### config.mk
export PLATFORM = sky130hd
export DESIGN_NAME = rle_token_packer
export DESIGN_NICKNAME = d
export VERILOG_FILES = /design/src/rtl/rle_pkg.sv /design/src/rtl/rle_sync_fifo.sv /design/src/rtl/rle_token_packer.sv
export SDC_FILE = /design/constraint.sdc
export NUM_CORES = 1
export LEC_CHECK = 0
export CAP_MARGIN = 20
export CORE_MARGIN = 4
export CORE_UTILIZATION = 58
export CTS_CLUSTER_DIAMETER = 80
export DETAILED_ROUTE_END_ITERATION = 8
export GPL_TIMING_DRIVEN = 0
export MAX_ROUTING_LAYER = met4
export PLACE_DENSITY = 0.79
export SYNTH_ARGS = -nofsm -noshare
export SYNTH_HDL_FRONTEND = slang
export SYNTH_SLANG_ARGS = --single-unit
### constraint.sdc
create_clock -name clk -period 3.6 [get_ports clk]
set_input_delay 0.9 -clock clk [delete_from_list [all_inputs] [get_ports clk]]
set_output_delay 0.9 -clock clk [all_outputs]
set_load 0.005 [all_outputs]
### src/rtl/rle_pkg.sv
`default_nettype none
// ============================================================================
//  Module      : rle_pkg
//  Description : Shared widths, saturation constant, token layout and run
//                state encoding for the run-length token packer.
//  Revision    : 1.0 - initial release
// ============================================================================
package rle_pkg;

   localparam int c_data_w     = 8;
   localparam int c_len_w      = 8;
   localparam int c_token_w    = c_data_w + c_len_w;
   localparam int c_fifo_depth = 4;
   localparam int c_max_len    = (1 << c_len_w) - 1;

   // One closed run: the repeated value and how many samples it spanned
   typedef struct packed {
      logic [c_data_w-1:0] val;
      logic [c_len_w-1:0]  len;
   } token_t;

   // IDLE: no run being accumulated; RUN: cur_val/cur_len describe an open run
   typedef enum logic [0:0] {
      IDLE = 1'b0,
      RUN  = 1'b1
   } run_state_t;

endpackage
`default_nettype wire

### src/rtl/rle_sync_fifo.sv
`default_nettype none
// ============================================================================
//  Module      : rle_sync_fifo
//  Description : Small single-clock first-word-fall-through FIFO with
//                register storage. Head entry is always presented on
//                pop_data; a push into a full FIFO is only taken when a pop
//                frees a slot in the same cycle.
//  Revision    : 1.0 - initial release
// ============================================================================
module rle_sync_fifo #(
   parameter int WIDTH = 16,
   parameter int DEPTH = 4
) (
   input  logic             clk,
   input  logic             rst,
   input  logic             push,
   input  logic [WIDTH-1:0] push_data,
   input  logic             pop,
   output logic [WIDTH-1:0] pop_data,
   output logic             full,
   output logic             empty
);

   localparam int c_ptr_w = $clog2(DEPTH);
   localparam int c_cnt_w = c_ptr_w + 1;

   logic [WIDTH-1:0]   r_mem [DEPTH];
   logic [c_ptr_w-1:0] r_wr_ptr;
   logic [c_ptr_w-1:0] r_rd_ptr;
   logic [c_cnt_w-1:0] r_count;

   logic w_do_pop;
   logic w_do_push;

   assign full      = (r_count == c_cnt_w'(DEPTH));
   assign empty     = (r_count == '0);
   assign w_do_pop  = pop & ~empty;
   // A full FIFO still accepts a push when the head leaves in the same cycle
   assign w_do_push = push & (~full | w_do_pop);
   assign pop_data  = r_mem[r_rd_ptr];

   // Storage, pointers (wrap naturally at power-of-two depth) and occupancy
   always_ff @(posedge clk) begin
      if (rst) begin
         for (int i = 0; i < DEPTH; i++) begin
            r_mem[i] <= '0;
         end
         r_wr_ptr <= '0;
         r_rd_ptr <= '0;
         r_count  <= '0;
      end else begin
         if (w_do_push) begin
            r_mem[r_wr_ptr] <= push_data;
            r_wr_ptr        <= r_wr_ptr + c_ptr_w'(1);
         end
         if (w_do_pop) begin
            r_rd_ptr <= r_rd_ptr + c_ptr_w'(1);
         end
         case ({w_do_push, w_do_pop})
            2'b10:   r_count <= r_count + c_cnt_w'(1);
            2'b01:   r_count <= r_count - c_cnt_w'(1);
            default: r_count <= r_count;
         endcase
      end
   end

endmodule
`default_nettype wire

### src/rtl/rle_token_packer.sv
`default_nettype none
// ============================================================================
//  Module      : rle_token_packer
//  Description : Run-length encoder. Accumulates runs of identical sample
//                values, closes each run into a {value, length} token
//                (on value change, length saturation or flush) and buffers
//                tokens in a FIFO drained over valid/ready. A sticky flag
//                reports any token lost to a full buffer.
//  Revision    : 1.0 - initial release
// ============================================================================
module rle_token_packer
   import rle_pkg::*;
#(
   parameter int DATA_W     = c_data_w,
   parameter int LEN_W      = c_len_w,
   parameter int FIFO_DEPTH = c_fifo_depth
) (
   input  logic              clk,
   input  logic              rst,
   input  logic [DATA_W-1:0] val,
   input  logic              in_valid,
   input  logic              flush,
   output logic [DATA_W-1:0] tok_val,
   output logic [LEN_W-1:0]  tok_len,
   output logic              tok_valid,
   input  logic              tok_ready,
   output logic              overflow,
   output logic              run_open
);

   localparam int               c_tok_w   = DATA_W + LEN_W;
   localparam logic [LEN_W-1:0] c_len_sat = '1;

   run_state_t          r_state;
   logic [DATA_W-1:0]   r_cur_val;
   logic [LEN_W-1:0]    r_cur_len;
   logic                r_overflow;

   logic                w_push;
   logic [c_tok_w-1:0]  w_push_tok;
   logic [c_tok_w-1:0]  w_head;
   logic                w_full;
   logic                w_empty;
   logic                w_pop;

   // Decide whether this cycle closes the open run into a token
   always_comb begin
      w_push     = 1'b0;
      w_push_tok = {r_cur_val, r_cur_len};
      if (r_state == RUN) begin
         if (in_valid) begin
            w_push = (val != r_cur_val) || (r_cur_len == c_len_sat);
         end else if (flush) begin
            w_push = 1'b1;
         end
      end
   end

   // Run accumulation state machine
   always_ff @(posedge clk) begin
      if (rst) begin
         r_state   <= IDLE;
         r_cur_val <= '0;
         r_cur_len <= '0;
      end else if (in_valid) begin
         if (r_state == IDLE || val != r_cur_val) begin
            r_state   <= RUN;
            r_cur_val <= val;
            r_cur_len <= LEN_W'(1);
         end else if (r_cur_len == c_len_sat) begin
            // Saturated run was emitted; same value starts a fresh run
            r_cur_len <= LEN_W'(1);
         end else begin
            r_cur_len <= r_cur_len + LEN_W'(1);
         end
      end else if (flush && r_state == RUN) begin
         r_state   <= IDLE;
         r_cur_len <= '0;
      end
   end

   // Sticky record of a token dropped because the buffer had no room
   always_ff @(posedge clk) begin
      if (rst) begin
         r_overflow <= 1'b0;
      end else if (w_push && w_full && !w_pop) begin
         r_overflow <= 1'b1;
      end
   end

   assign w_pop = ~w_empty & tok_ready;

   rle_sync_fifo #(
      .WIDTH (c_tok_w),
      .DEPTH (FIFO_DEPTH)
   ) u_fifo (
      .clk       (clk),
      .rst       (rst),
      .push      (w_push),
      .push_data (w_push_tok),
      .pop       (w_pop),
      .pop_data  (w_head),
      .full      (w_full),
      .empty     (w_empty)
   );

   assign tok_val   = w_head[c_tok_w-1:LEN_W];
   assign tok_len   = w_head[LEN_W-1:0];
   assign tok_valid = ~w_empty;
   assign overflow  = r_overflow;
   assign run_open  = (r_state == RUN);

endmodule
`default_nettype wire

Yosys cells after proc, flatten, opt, wreduce, memory -nomap -nowiden
Memory sizes are Yosys's and may differ from the RTL's. A register that Yosys moved wholly into a read port is not among the register bits.
Cells that the tools add are included.
Word-level totals
  register bits after elaboration: 25
  RAM bits: 64
  input bits: 13
  output and inout bits: 19
  memories kept: 1
Operators by class
  add/subtract/negate cells: 5
  eq/ne operators: 6
  muxes and demuxes: 21
  bitwise operators: 7
  reduce and logical (&&, ||, !) cells: 12
Memories
  u_fifo.r_mem: words 4, width 16, rd ports 1, clocked after memory_dff 1, write ports 4, RTL line rle_sync_fifo.sv:27  | logic [WIDTH-1:0] r_mem [DEPTH];
Operators by type and width (number)
  $mux W8: 4
  $mux W16: 1
  $reduce_or A16 Y1: 1
  $mux W1: 12
  $add A8 B1 Y8 const B: 1
  $eq A8 B8 Y1 const B: 1
  $ne A8 B8 Y1: 1
  $mux W2: 3
  $pmux W3 S2: 1
  $add A2 B1 Y2 const B: 2
  $reduce_and A2 Y1: 2
  $reduce_bool A2 Y1: 2
  $add A3 B1 Y3 const B: 1
  $and A1 B1 Y1: 3
  $eq A3 B3 Y1 const B: 1
  $logic_and A1 B1 Y1: 3
  $logic_not A3 Y1: 1
  $not A1 Y1: 3
  $sub A3 B1 Y3 const B: 1
  $eq A2 B1 Y1 const B: 1
  $eq A2 B2 Y1 const B: 1
  $logic_or A1 B1 Y1: 2
  $ne A2 B1 Y1 const B: 1
  $logic_not A1 Y1: 1
  $or A1 B1 Y1: 1

Logic depth before layout (Yosys ltp)
  depth in word-level cells: 11
  gate-level depth with buffers: 11

Cells and area by module
From an unflattened synthesis, not the netlist that was laid out.
Unflattened totals
  cell total of the unflattened synthesis: 316
  area total of the unflattened synthesis: 4177.8 um2
Modules (own cells, without submodules)
  rle_sync_fifo: instances 1, cells each 207, area each 3238.1 um2
  rle_token_packer: instances 1, cells each 109, area each 939.7 um2

Least setup slack after synthesis
OpenSTA, ideal clock, no wires.
  path kind: input port to flip-flop
  start point: in val[5]
  end point: reg u_fifo.r_count[2]
  setup time: 0.071 ns
  data arrival time: 2.865 ns
  slack: 0.664 ns
  stages on the path: 10
  path buffers: 0
  path through: xor2_1 > nor4_4 > nand4_1 > nand2_1 > ha_1 > inv_1 > fa_1 > xor2_1 > or3_1 > a21oi_1
Between the ends
  longest elaborated chain between the ends: 7
  elaborated cells between the ends (all ways): 9
RTL lines
  start, declared: RTL line rle_token_packer.sv:20  | input logic [DATA_W-1:0] val,
  $ne A8 B8 Y1 (*): RTL line rle_token_packer.sv:52  | w_push = (val != r_cur_val) || (r_cur_len == c_len_sat);
  $logic_or A1 B1 Y1 (*): RTL line rle_token_packer.sv:52
  $mux W1 (*): RTL line rle_token_packer.sv:51  | if (in_valid) begin
  $mux W1 (*): RTL line rle_token_packer.sv:50  | if (r_state == RUN) begin
  $and A1 B1 Y1 (*): RTL line rle_sync_fifo.sv:39  | assign w_do_push = push & (~full | w_do_pop);
  $eq A2 B1 Y1 / $eq A2 B2 Y1 (equally long branches): RTL line rle_sync_fifo.sv:59  | case ({w_do_push, w_do_pop})
  $pmux W3 S2 / $reduce_bool A2 Y1 (equally long branches)
  end signal, assigned: RTL line rle_sync_fifo.sv:60  | 2'b10: r_count <= r_count + c_cnt_w'(1);
  end signal, assigned: RTL line rle_sync_fifo.sv:61  | 2'b01: r_count <= r_count - c_cnt_w'(1);
  end signal, assigned: RTL line rle_sync_fifo.sv:62  | default: r_count <= r_count;
  end, declared: RTL line rle_sync_fifo.sv:30  | logic [c_cnt_w-1:0] r_count;
Mark *: on every way between the ends. The rest lies on a longest branch, timed or not.
A chain may end at the register's enable or synchronous reset.

==> flow_results.xml <==
<?xml version="1.0" encoding="UTF-8"?>
<metrics>
  <group name="run_status">
    <metric name="run_status" unit="">completed</metric>
  </group>
  <group name="clock_network">
    <metric name="cts_tree" unit="">done</metric>
    <metric name="clock_insertion_delay_worst_skew" unit="ns">0.35</metric>
    <metric name="cts_made_buffers" unit="">9</metric>
    <metric name="number_of_gates_given_a_new_drive_strength_after_cts" unit="">0</metric>
    <metric name="cts_num_sinks" unit="">91</metric>
    <metric name="postCtsSetupBuffers" unit="">0</metric>
    <metric name="cell_chosen_for_the_clock_root" unit="">clkbuf_8</metric>
    <metric name="cts.htree.levels" unit="">3</metric>
    <metric name="clock_tree.buffer_depth" unit="">2</metric>
    <metric name="post_cts_hold_buffer_count" unit="">0</metric>
    <metric name="clkSlewWorstSetupHoldPaths" unit="ns">0.09</metric>
  </group>
  <group name="floorplan">
    <metric name="design.portCount" unit="">32</metric>
    <metric name="die-width" unit="um">92.9</metric>
    <metric name="design.core.area" unit="um2">6910</metric>
    <metric name="effective_utilization_at_floorplan" unit="%">60.5</metric>
    <metric name="num_rows" unit="">30</metric>
    <metric name="chipHeight" unit="um">92.9</metric>
    <metric name="die-area" unit="um2">8620</metric>
  </group>
  <group name="placed_design">
    <metric name="dp_hpwl" unit="um">5440</metric>
    <metric name="place.gp.congestion" unit="">0.856</metric>
    <metric name="numPortBuffers" unit="">30</metric>
    <metric name="placed_cell_area" unit="um2">4600</metric>
    <metric name="place_worst_setup_slack" unit="ns">-0.111</metric>
  </group>
  <group name="detailed_routing">
    <metric name="avgRoutedWirePerCell" unit="um">17.5</metric>
    <metric name="met2WireLength" unit="um">4010</metric>
    <metric name="route.layer.met1.wl" unit="um">3380</metric>
    <metric name="drt_first_iter_violations" unit="">222</metric>
    <metric name="detail_route.first_pass.iterations" unit="">4</metric>
    <metric name="routed_via_density" unit="">5.64</metric>
    <metric name="routed-wl-met3" unit="um">438</metric>
    <metric name="num_vias" unit="">2548</metric>
    <metric name="top_routing_layer_in_use" unit="">met4</metric>
    <metric name="remaining_drc_errors" unit="">0</metric>
    <metric name="route.final.wire_length" unit="um">7930</metric>
    <metric name="route.antenna.remaining_nets" unit="">0</metric>
  </group>
  <group name="power">
    <metric name="worst_ir_drop_vdd" unit="mV">0.363</metric>
    <metric name="power_leakage" unit="uW">0.00187</metric>
    <metric name="pwr_density_cell" unit="nW/um2">506</metric>
    <metric name="p_total" unit="uW">2430</metric>
  </group>
  <group name="timing">
    <metric name="fin_tns_setup" unit="ns">0</metric>
    <metric name="rsz_0062_raised_after_global_routing" unit="">false</metric>
    <metric name="setup_viol_count_final" unit="">0</metric>
    <metric name="clock-skew-final" unit="ns">0.0100</metric>
    <metric name="final-max-slew-violation-count" unit="">0</metric>
    <metric name="setup_ws" unit="ns">0.235</metric>
    <metric name="final-hold-violation-count" unit="">0</metric>
    <metric name="fmaxAchievable" unit="GHz">0.297</metric>
    <metric name="max_slew.worst_pin.slew" unit="ns">0.939</metric>
    <metric name="final_min_period_over_clock_period" unit="%">93.5</metric>
    <metric name="slew_headroom" unit="%">37.4</metric>
    <metric name="min_period" unit="ns">3.37</metric>
  </group>
  <group name="finish">
    <metric name="multi_input_comb_area" unit="um2">1590</metric>
    <metric name="diodes" unit="">0</metric>
    <metric name="drive_gt1_share" unit="%">16.0</metric>
    <metric name="final.fill_count" unit="">511</metric>
    <metric name="fin_area" unit="um2">4800</metric>
    <metric name="syn2layout_area_growth" unit="%">14.9</metric>
    <metric name="mostFrequentLayoutCells" unit="">edfxtp_1, and3_1, clkdlybuf4s50_1</metric>
    <metric name="layout_commonest_cell" unit="">edfxtp_1</metric>
    <metric name="final_net_count" unit="">367</metric>
    <metric name="ff_latch_area" unit="um2">2460</metric>
  </group>
  <group name="setup_path">
    <metric name="crit_required" unit="ns">2.70</metric>
    <metric name="reg2reg_to" unit="">u_fifo.r_count[2]</metric>
    <metric name="r2r_setup_slack" unit="ns">0.84</metric>
    <metric name="r2r.worst_path.cells" unit="">10</metric>
    <metric name="rr_startpoint" unit="">r_cur_val[2]</metric>
    <metric name="timing.critical_path.to_type" unit="">primary output</metric>
    <metric name="worstPathMaxFanout" unit="">10</metric>
    <metric name="worstPathArrival" unit="ns">2.47</metric>
    <metric name="criticalPathCategory" unit="">flip-flop to primary output</metric>
    <metric name="timing.critical_path.from_type" unit="">flip-flop</metric>
  </group>
  <group name="synth">
    <metric name="synth_ff_type" unit="">edfxtp_1</metric>
    <metric name="synth_area" unit="um2">4180</metric>
    <metric name="synthArstFlopShare" unit="%">0</metric>
    <metric name="synth.top_cell.area_share" unit="%">46.0</metric>
    <metric name="post_synth_net_total" unit="">326</metric>
    <metric name="synth_area_leader_cell" unit="">edfxtp_1</metric>
    <metric name="ys_seq_area_share" unit="%">58.9</metric>
    <metric name="netlist_top_cells_area" unit="">edfxtp_1, dfxtp_1, mux4_2</metric>
    <metric name="synthesis.area_per_instance" unit="um2">13.5</metric>
    <metric name="netlist_instances" unit="">310</metric>
    <metric name="synth_seq_cells" unit="">91</metric>
    <metric name="synth_edf_count" unit="">64</metric>
    <metric name="yosysUniqueCellTypes" unit="">47</metric>
    <metric name="ys_warn_count" unit="">0</metric>
  </group>
  <group name="global_route">
    <metric name="number_of_global_route_vias_before_repair" unit="">2587</metric>
    <metric name="grt_first_pass_wirelength" unit="um">13100</metric>
    <metric name="grt_max_degree" unit="">17</metric>
    <metric name="antenna_found_initial" unit="">0</metric>
    <metric name="global_route.overflow_total" unit="">0</metric>
    <metric name="track_usage" unit="%">20.6</metric>
  </group>
  <group name="hold_path">
    <metric name="min_path_type" unit="">flip-flop to flip-flop</metric>
    <metric name="holdCritStartpoint" unit="">overflow</metric>
    <metric name="whs_endpoint" unit="">overflow</metric>
    <metric name="worst_hold_stages" unit="">2</metric>
  </group>
  <group name="job">
    <metric name="drv_cap" unit="">0</metric>
  </group>
</metrics>
[where the power goes]
| part | internal (uW) | switching (uW) | total (uW) | leakage, uW |
|---|---|---|---|---|
| clock network | 327 | 365 | 693 | 0.0000935 |
| logic | 291 | 230 | 521 | 0.000894 |
| registers | 1180 | 36.8 | 1220 | 0.000883 |
| total | 1800 | 632 | 2430 | 0.00187 |
[critical path, stage by stage, from the launching register on]
cell,delay (ns)
dfxtp_1,0.32
clkbuf_1,0.39
clkbuf_1,0.52
mux4_2,0.40
clkdlybuf4s50_1,0.48
[synth_stat cells (3+ instances only)]
master	count
inv_1	5
nand4_1	3
xor2_1	11
and3_1	34
edfxtp_1	64
and2_1	29
and2_4	5
mux2i_1	8
nand2b_1	3
nand2_1	8
clkbuf_1	10
nor2_1	19
mux4_2	16
or3_1	4
o21ai_0	5
dfxtp_1	27
xnor2_1	3
nor2b_1	5
a21oi_1	9
buf_2	5
a211o_1	3
nand3_1	4
[sequential cells by signal, indices dropped and copies added, names as in the netlist, named ones only]
signal and cells:
overflow 1, r_cur_len 8, r_cur_val 8, run_open 1
u_fifo.r_count 3, u_fifo.r_mem 64, u_fifo.r_rd_ptr 2, u_fifo.r_wr_ptr 2
[worst max-delay path by stage]
| stage | to | start | slack (ns) |
|---|---|---|---|
| final | tok_val[3] | flip-flop | 0.23 |
| after global routing | u_fifo.r_count[2] | val[5] | 0.06 |
| after CTS | tok_val[3] | flip-flop | 0.19 |
| after detailed placement | u_fifo.r_count[2] | val[5] | -0.11 |
| after global placement | u_fifo.r_mem[1][14] | val[5] | -0.20 |
| after floorplan | u_fifo.r_count[2] | val[5] | 0.66 |
[metal layers]
layer  up-vias  GRT usage [%]
met3        10           3.66
met2        68           33.1
met4         0           6.11
li1       1226              -
met1      1244           27.3
met5         -              -
[per-stage QoR]
stage	hold slack, ns	std cells	utilization [%]
6_report	0.506	452	69.5
3_5_place_dp	0.493	436	66.6
3_3_place_gp	0.457	436	66.6
5_1_grt	0.546	452	69.5
4_1_cts	0.514	452	69.5
2_1_floorplan	0.460	310	-
[layout make-up]
| type | instances | share of cell area (%) |
|---|---|---|
| flip-flops and latches | 91 | 51.3 |
| multi-input cells | 195 | 33.2 |
| repair buffers | 30 | 6.25 |
| clock buffers | 10 | 2.66 |
| well taps | 96 | 2.50 |
| plain buffers | 19 | 2.24 |
| clock inverters | 6 | 1.49 |
| inverters | 5 | 0.391 |
[cells by family (layout without fill, tap and decap cells)]
group                      after synthesis  in the layout  share of synthesized area [%]
AOI/OAI and AO/OA                       25             25                           3.89
xor gates and xnor gates                14             14                           2.94
adders and majority gates                3              3                           1.08
buffers and inverters                   24             70                           3.02
DFF                                     91             91                           58.9
muxes                                   24             24                           10.5
and+or+nand+nor                        129            129                           19.6
Note: power is estimated with default switching activity, not from simulation.
